File: src/rtl/module_calc_entry_mul.sv
// Keypad calculator front end: enter two BCD operands, multiply them by shift-add, show the product.
// Latency: digit/enter visible next cycle; product + done pulse AW+1 cycles after the second enter.
// Backpressure: none; key strobes arriving while the multiply iterates are dropped.
//
// Ports:
//   clk        system clock, rising edge
//   rst        synchronous active-low reset
//   key_valid  one-cycle strobe of a debounced key press
//   key_code   hex key code, sampled with key_valid
//   a_bcd      operand A in BCD, newest digit in [3:0]
//   b_bcd      operand B in BCD, same layout
//   product    binary A*B, valid from the done pulse onward
//   phase      00 A entry, 01 B entry, 10 multiply, 11 show result
//   busy       high while the multiply iterates
//   done       one-cycle pulse when product becomes valid
//
// Optional build macro KEYPAD_CLEAR_EN enables the clear key (KEY_CLEAR).
module module_calc_entry_mul #(
    parameter int          NDIG      = 3,
    parameter logic [3:0]  KEY_ENTER = 4'hA,
    parameter logic [3:0]  KEY_CLEAR = 4'hC,
    localparam int         AW        = $clog2(10 ** NDIG)
) (
    input  logic                clk,
    input  logic                rst,
    input  logic                key_valid,
    input  logic [3:0]          key_code,
    output logic [4*NDIG-1:0]   a_bcd,
    output logic [4*NDIG-1:0]   b_bcd,
    output logic [2*AW-1:0]     product,
    output logic [1:0]          phase,
    output logic                busy,
    output logic                done
);

    localparam int BW = 4 * NDIG;
    localparam int PW = 2 * AW;
    localparam int CW = $clog2(NDIG + 1);
    localparam int IW = $clog2(AW);

    typedef enum logic [1:0] {
        ENT_A = 2'b00,
        ENT_B = 2'b01,
        MULT  = 2'b10,
        SHOW  = 2'b11
    } state_t;

    state_t          state, state_nxt;
    logic [AW-1:0]   a_bin, b_bin;
    logic [CW-1:0]   a_cnt, b_cnt;
    logic [PW-1:0]   mcand;
    logic [AW-1:0]   mplier;
    logic [IW-1:0]   iter;
    logic            is_digit, is_enter, last_iter;

    // The clear code is never a digit, even in builds without the clear
    // feature, so KEY_CLEAR remapped onto 0..9 is simply ignored.
    assign is_digit  = key_valid && (key_code <= 4'd9) && (key_code != KEY_CLEAR);
    assign is_enter  = key_valid && (key_code == KEY_ENTER);
    assign last_iter = (iter == IW'(AW - 1));
    assign phase     = state;

`ifdef KEYPAD_CLEAR_EN
    logic is_clear;
    assign is_clear = key_valid && (key_code == KEY_CLEAR);
`endif

    always_ff @(posedge clk) begin
        if (!rst) begin
            state <= ENT_A;
        end else begin
            state <= state_nxt;
        end
    end

    always_comb begin
        state_nxt = state;
        busy      = 1'b0;
        case (state)
            ENT_A: if (is_enter) state_nxt = ENT_B;
            ENT_B: if (is_enter) state_nxt = MULT;
            MULT: begin
                busy = 1'b1;
                if (last_iter) state_nxt = SHOW;
            end
            SHOW: begin
                if (is_digit) state_nxt = ENT_A;
`ifdef KEYPAD_CLEAR_EN
                else if (is_clear) state_nxt = ENT_A;
`endif
            end
            default: state_nxt = ENT_A;
        endcase
    end

    always_ff @(posedge clk) begin
        if (!rst) begin
            a_bcd   <= '0;
            b_bcd   <= '0;
            a_bin   <= '0;
            b_bin   <= '0;
            a_cnt   <= '0;
            b_cnt   <= '0;
            product <= '0;
            mcand   <= '0;
            mplier  <= '0;
            iter    <= '0;
            done    <= 1'b0;
        end else begin
            done <= 1'b0;
            case (state)
                ENT_A: begin
                    if (is_digit && (a_cnt < CW'(NDIG))) begin
                        a_bcd <= (a_bcd << 4) | BW'(key_code);
                        a_bin <= a_bin * AW'(10) + AW'(key_code);
                        a_cnt <= a_cnt + CW'(1);
                    end
`ifdef KEYPAD_CLEAR_EN
                    else if (is_clear) begin
                        a_bcd <= '0;
                        a_bin <= '0;
                        a_cnt <= '0;
                    end
`endif
                end
                ENT_B: begin
                    if (is_enter) begin
                        // Operands are loaded into private shift registers so
                        // the entry shadows stay intact while iterating.
                        mcand   <= PW'(a_bin);
                        mplier  <= b_bin;
                        iter    <= '0;
                        product <= '0;
                    end else if (is_digit && (b_cnt < CW'(NDIG))) begin
                        b_bcd <= (b_bcd << 4) | BW'(key_code);
                        b_bin <= b_bin * AW'(10) + AW'(key_code);
                        b_cnt <= b_cnt + CW'(1);
                    end
`ifdef KEYPAD_CLEAR_EN
                    else if (is_clear) begin
                        b_bcd <= '0;
                        b_bin <= '0;
                        b_cnt <= '0;
                    end
`endif
                end
                MULT: begin
                    // product doubles as the accumulator; one multiplier bit per cycle.
                    product <= product + (mplier[0] ? mcand : '0);
                    mcand   <= mcand << 1;
                    mplier  <= mplier >> 1;
                    iter    <= iter + IW'(1);
                    if (last_iter) done <= 1'b1;
                end
                SHOW: begin
                    if (is_digit) begin
                        a_bcd   <= BW'(key_code);
                        a_bin   <= AW'(key_code);
                        a_cnt   <= CW'(1);
                        b_bcd   <= '0;
                        b_bin   <= '0;
                        b_cnt   <= '0;
                        product <= '0;
                    end
`ifdef KEYPAD_CLEAR_EN
                    else if (is_clear) begin
                        a_bcd   <= '0;
                        a_bin   <= '0;
                        a_cnt   <= '0;
                        b_bcd   <= '0;
                        b_bin   <= '0;
                        b_cnt   <= '0;
                        product <= '0;
                    end
`endif
                end
                default: ;
            endcase
        end
    end

endmodule

File: config.mk
export PLATFORM = sky130hd
export DESIGN_NAME = module_calc_entry_mul
export DESIGN_NICKNAME = d
export VERILOG_FILES = /design/src/rtl/module_calc_entry_mul.sv
export SDC_FILE = /design/constraint.sdc
export NUM_CORES = 1
export LEC_CHECK = 0
export ABC_AREA = 1
export BUFFER_PORTS_ARGS = -buffer_cell sky130_fd_sc_hd__buf_2
export CORE_MARGIN = 2
export CORE_UTILIZATION = 60
export CTS_CLUSTER_DIAMETER = 100
export CTS_CLUSTER_SIZE = 25
export DETAILED_ROUTE_END_ITERATION = 16
export GPL_TIMING_DRIVEN = 0
export PLACE_DENSITY = 0.92
export SYNTH_ARGS = -nofsm -noshare
export SYNTH_HDL_FRONTEND = slang
export SYNTH_SLANG_ARGS = --single-unit
File: constraint.sdc
create_clock -name clk -period 2.8 [get_ports clk]
set_input_delay 0.42 -clock clk [delete_from_list [all_inputs] [get_ports clk]]
set_output_delay 0.42 -clock clk [all_outputs]
set_load 0.02 [all_outputs]
After elaboration in Yosys (flattened, before gate mapping) --
Cells that the tools add are included.
Word-level totals: register bits 105, input port bits 7, output and inout port bits 48, logic and storage cells 91
Cells by class: add/subtract/negate cells 6, $mul 2, $lt $le $gt $ge 3, eq/ne operators 13, muxes and demuxes 37, bitwise gates (word level) 2, reductions and logical operators 16
Operators with widths (number):
- 2-to-1 mux 20 bit | 4
- 2-to-1 mux 10 bit | 6
- 2-to-1 mux 12 bit | 5
- one-hot mux 10 bit (2 select lines) | 3
- one-hot mux 20 bit (3 select lines) | 1
- one-hot mux 12 bit (2 select lines) | 2
- one-hot mux 20 bit (2 select lines) | 1
- bitwise OR 12 x 4 -> 12 bit | 2
- adder 10 x 4 -> 10 bit | 2
- adder 20 bit | 1
- multiplier 10 x 3 -> 9 bit (second input constant) | 2
- 2-to-1 mux 2 bit | 8
- != test 2 bit (second input constant) | 7
- == test 4 bit (second input constant) | 2
- one-hot mux 2 bit (2 select lines) | 2
- one-hot mux 2 bit (4 select lines) | 1
- one-hot mux 4 bit (2 select lines) | 1
- AND reduction 4 bit | 2
- AND reduction 3 bit | 2
- nonzero test 2 bit | 3
- logical AND 1 bit | 5
- adder 2 x 1 -> 2 bit (second input constant) | 2
- adder 4 x 1 -> 4 bit (second input constant) | 1
- == test 2 bit (second input constant) | 2
- other kinds (9) | 12

Longest topological paths before layout --
depth after elaboration 7, depth in mapped cells 15, depth with buffers taken out 14

Least setup slack after synthesis --
No wires, ideal clock.
path kind reg2reg, start reg mplier[0], end reg product[8], arrival 1.928 ns, data required time 2.668 ns, setup slack 0.740 ns, cell stages (with the launch flop) 13, buffers on the path 1, period minus slack after synthesis 2.060 ns, cell sequence dfxtp_1 > clkbuf_1 > nand2_1 > inv_1 > ha_1 > fa_1 > nand3_1 > nand3_1 > nand2_1 > nand2_1 > or2_2 > nand3_1 > a21oi_1
On the way: cells in the longest elaborated chain, start to end 3
RTL lines:
- start, declared | RTL line 52 | logic [AW-1:0] mplier;
- start signal, assigned | RTL line 131 | mplier <= b_bin;
- start signal, assigned | RTL line 151 | mplier <= mplier >> 1;
- 2-to-1 mux 20 bit | RTL line 149 | product <= product + (mplier[0] ? mcand : '0);
- adder 20 bit | RTL line 149
- one-hot mux 20 bit (3 select lines) | RTL line 111 | case (state)
- end signal, assigned | RTL line 149
- end, declared | RTL line 30 | output logic [2*AW-1:0] product,
Every way passes these cells. A chain may end at the register's enable or synchronous reset.

Worst setup path in the final report --
Ends and elaborated chain as after synthesis.

==> impl.org <==
** Clock network
- Counting along the longest clock path gives a buffer depth of 2.
- Clock-pin slew was measured on the worst setup and hold paths at roughly 0.12 ns.
- Number of clock sinks seen by CTS :: around 100
- Buffers inserted during clock tree synthesis total 9.
- CTS resizes :: 0
- Once the clock tree was built, the setup fixing pass inserted 0 buffers.
- At the later pin of the worst-skew pair, clock insertion delay measures slightly below 0.4 ns.
- Cell chosen for the clock root :: clkbuf_8
- Buffers inserted to repair hold after CTS numbered 0.
- TritonCTS built the clock tree.
- The clock tree synthesis step divided the H-tree into 3 levels.

** Timing
- Slew of the pin with the lowest slew margin :: just over 0.6 ns
- The total count of max-transition violations in the final report is 0.
- After routing, the total negative slack on setup checks comes to 0 ns.
- The worst pin sits at a relative slew slack of about three fifths.
- Setup violations remaining at the end of the flow were counted as 0.
- Timing would allow up to roughly 410 MHz.
- Setup repair after global routing left no endpoint under its margin.
- Across the routed clock network, the largest skew measured is 0.0153 ns.
- On the final layout, the worst hold slack is around 0.3 ns.
- Min cycle time layout :: 2.41 ns
- Portion of the clock cycle consumed by the worst path in the final layout :: between 80% and 90%
- Final hold viol count :: 0

** Final layout
- From synthesis to final layout, the design area changed by 10.5%.
- Number of diodes :: 0
- Commonest non-fill, non-tap cell in the layout :: nand2_1
- The top cell types in the final layout, fill and taps aside, are nand2_1, dfxtp_1, a21oi_1, inv_1, buf_2.
- Final standard cell utilization of the core :: 68.1%
- Cells with a size suffix above 1 make up a little over a tenth of the layout.
- Final #Nets :: 1073

** Pwr
- The worst-case IR drop observed on VDD is approximately 0.00042 V.
- Power per standard cell area :: 566 nW/µm²
- The analysis attributes to cell leakage a power of ~3.4 nW.

** Detailed routing
- 1st-pass router iterations :: 5
- The routed design uses roughly 7.6 mm of met2 wire.
- Average wire length per cell after detail routing :: 13.6 µm
- After detailed routing, the wire length on met1 is 6.70 mm.
- Number of nets with antenna violations after routing :: 0
- Highest metal used :: met4
- Number of vias per cell :: ~5.5
- The detailed router finished its first iteration with between 400 and 500 violations.
- Sum of met3 wire segment lengths after detailed routing :: 931 µm
- Sum of routed wire length over all layers :: approximately 16 mm
- In the routed design, unresolved DRC markers number 0.
- For this block, the via count after detailed routing is 6272.

** Global routing
- The first global-routing pass estimated 26.5 mm of wire.
- Remaining global-route overflow :: 0
- Via count of the first global-routing pass :: between 5000 and 6000
- Across every metal layer, demand over resource in global routing totals about 28%.
- Antenna violations before repair :: 0
- Entering global routing, the biggest net connects 21 pins.

** Worst setup path
- The worst register-to-register path has a depth of 12.
- The critical path goes through clkbuf_1, nand2_1, inv_1, ha_1, fa_1, nand3_1, nand3_1, nand2_1, nand2_1, or2_2, nand3_1, a21oi_1.
- CP required :: ~3.1 ns
- Element type at the critical path end :: flop
- By startpoint and endpoint, the worst setup path is classified as flop to flop.
- Data arrival time of the critical path :: ~2.7 ns
- Sort of element at the start of the critical path :: flop
- Reg2Reg Setup Slack :: around 0.4 ns
- Beginning of the worst register-to-register path :: mplier[0]
- The worst register-to-register path ends at product[8].
- The most critical setup path has its startpoint at mplier[0].
- End point of the critical path :: product[8]
- Cell with the biggest individual delay on the critical path :: fa_1
- Delay contributed by the slowest stage of the critical path :: ~0.47 ns
- Biggest fanout along the worst timing path :: 10

** Synthesis
- Counting flops and latches in the post-synthesis netlist gives a little over 100.
- Synthesis produced a netlist with a net count of 1008.
- The synthesized netlist occupies a cell area of around 6300 µm².
- Synth Instances :: 940
- Synthesis Warnings :: 0
- Yosys cell types :: 37
- Avg Inst Size Synth :: between 6 and 7 µm²
- Post-synthesis sequential area ratio :: 32.5%

** Die
- The die covers approximately 11000 µm².
- The die is 107 µm tall.
- Die X-Extent :: approximately 110 µm
- After floorplanning, the core was sized to cover 10300 µm².
- Pin placement for this block handled 55 I/O pins.
- Once the floorplan was initialized, standard cells occupied 61.6% of the core.
- Number of rows created at floorplan :: 37

** Placement
- Input and output buffers added on the ports amount to between 50 and 60.
- Sum of net half-perimeters after detailed placement :: roughly 12 mm
- Gp weighted congestion :: 0.915

** Run status
- The flow ran to the end, and the final reports show no timing, DRC or antenna violations.

** Min path
- The tightest min-delay check is of the primary input to flop type.

** Run
- Max-cap violations in this run came to 0.
area by class of cell:
class                   count  area, µm²
flip-flops and latches    103       2060
inverters                 100        375
clock inverters             7        100
plain buffers              36        195
multi-input cells         701       3700
repair buffers             54        270
clock buffers               9        124
fillers                   918       3280
well taps                 136        170
routing by layer:
metal,global-route usage [%],vias to the layer above
li1,-,3178
met1,34.6,2846
met2,49.6,214
met3,5.17,34
met4,10.9,0
met5,0,-
worst min path at each step:
stage                      startpoint   endpoint  cells past startpoint
after CTS                 key_code[0]   b_bcd[0]                      3
after detailed placement    b_bcd[11]  b_bcd[11]                      2
final                     key_code[0]   b_bcd[0]                      3
after global routing      key_code[0]   b_bcd[0]                      3
after global placement       a_cnt[0]   a_cnt[0]                      1
after floorplan              a_cnt[0]   a_cnt[0]                      1
cells in the mapped netlist, drive strengths merged:
master,instances,share of area [%]
nor2,49,3.2
ha,56,11
xnor2,3,0.41
a32oi,3,0.41
a21oi,97,7.7
o21bai,1,0.12
nor3b,1,0.12
o21ai,40,3.2
buf,19,2.1
or2,5,0.49
a211oi,1,0.12
o31ai,1,0.12
o22ai,2,0.20
fa,5,1.6
and2,1,0.099
inv,100,5.9
dfxtp,103,33
nor3,8,0.63
nand3,58,4.6
nand4,5,0.59
nand3b,8,1.0
a31oi,18,1.8
a21boi,1,0.12
a21o,2,0.24
nand2,328,20
xor2,8,1.1
clkbuf,17,1.0
power by group:
group / internal [mW] / switching [mW]
Clock: 0.443 / 0.591
Combinational: 0.408 / 0.794
Sequential: 1.60 / 0.126
worst max-delay path: cells and delay by family (launching register included):
family                   cells  cell delay [ns]
AND/OR/NAND/NOR              7             0.92
adder cells (fa/ha/maj)      2             0.70
flip-flops                   1             0.34
buffers and inverters        2             0.26
AO/OA/AOI/OAI                1             0.06
sequential cells by signal, summed over array words and instances, names as in the netlist:
name,flops
a_bcd,12
a_bin,9
a_cnt,2
b_bcd,12
b_bin,9
b_cnt,2
done,1
iter,4
mcand,20
mplier,10
phase,2
product,20
logic make-up after synthesis:
kind of cell / share of synthesized area (%)
simple gates: 30.3
fa+ha+maj: 12.6
flops: 32.5
compound gates: 14.0
xor+xnor: 1.52
buf+inv: 9.01
metrics by stage:
step                      total power, mW  setup WS [ns]  instances  area [µm²]
after floorplan                      2.62          0.740        940        6330
after global routing                 4.18          0.109       1146        7000
final                                3.96          0.390       1146        7000
after global placement               2.89          0.469       1130        6780
after CTS                            3.95          0.412       1146        7000
after detailed placement             2.93          0.427       1130        6780
Note: power is estimated with default switching activity, not from simulation.
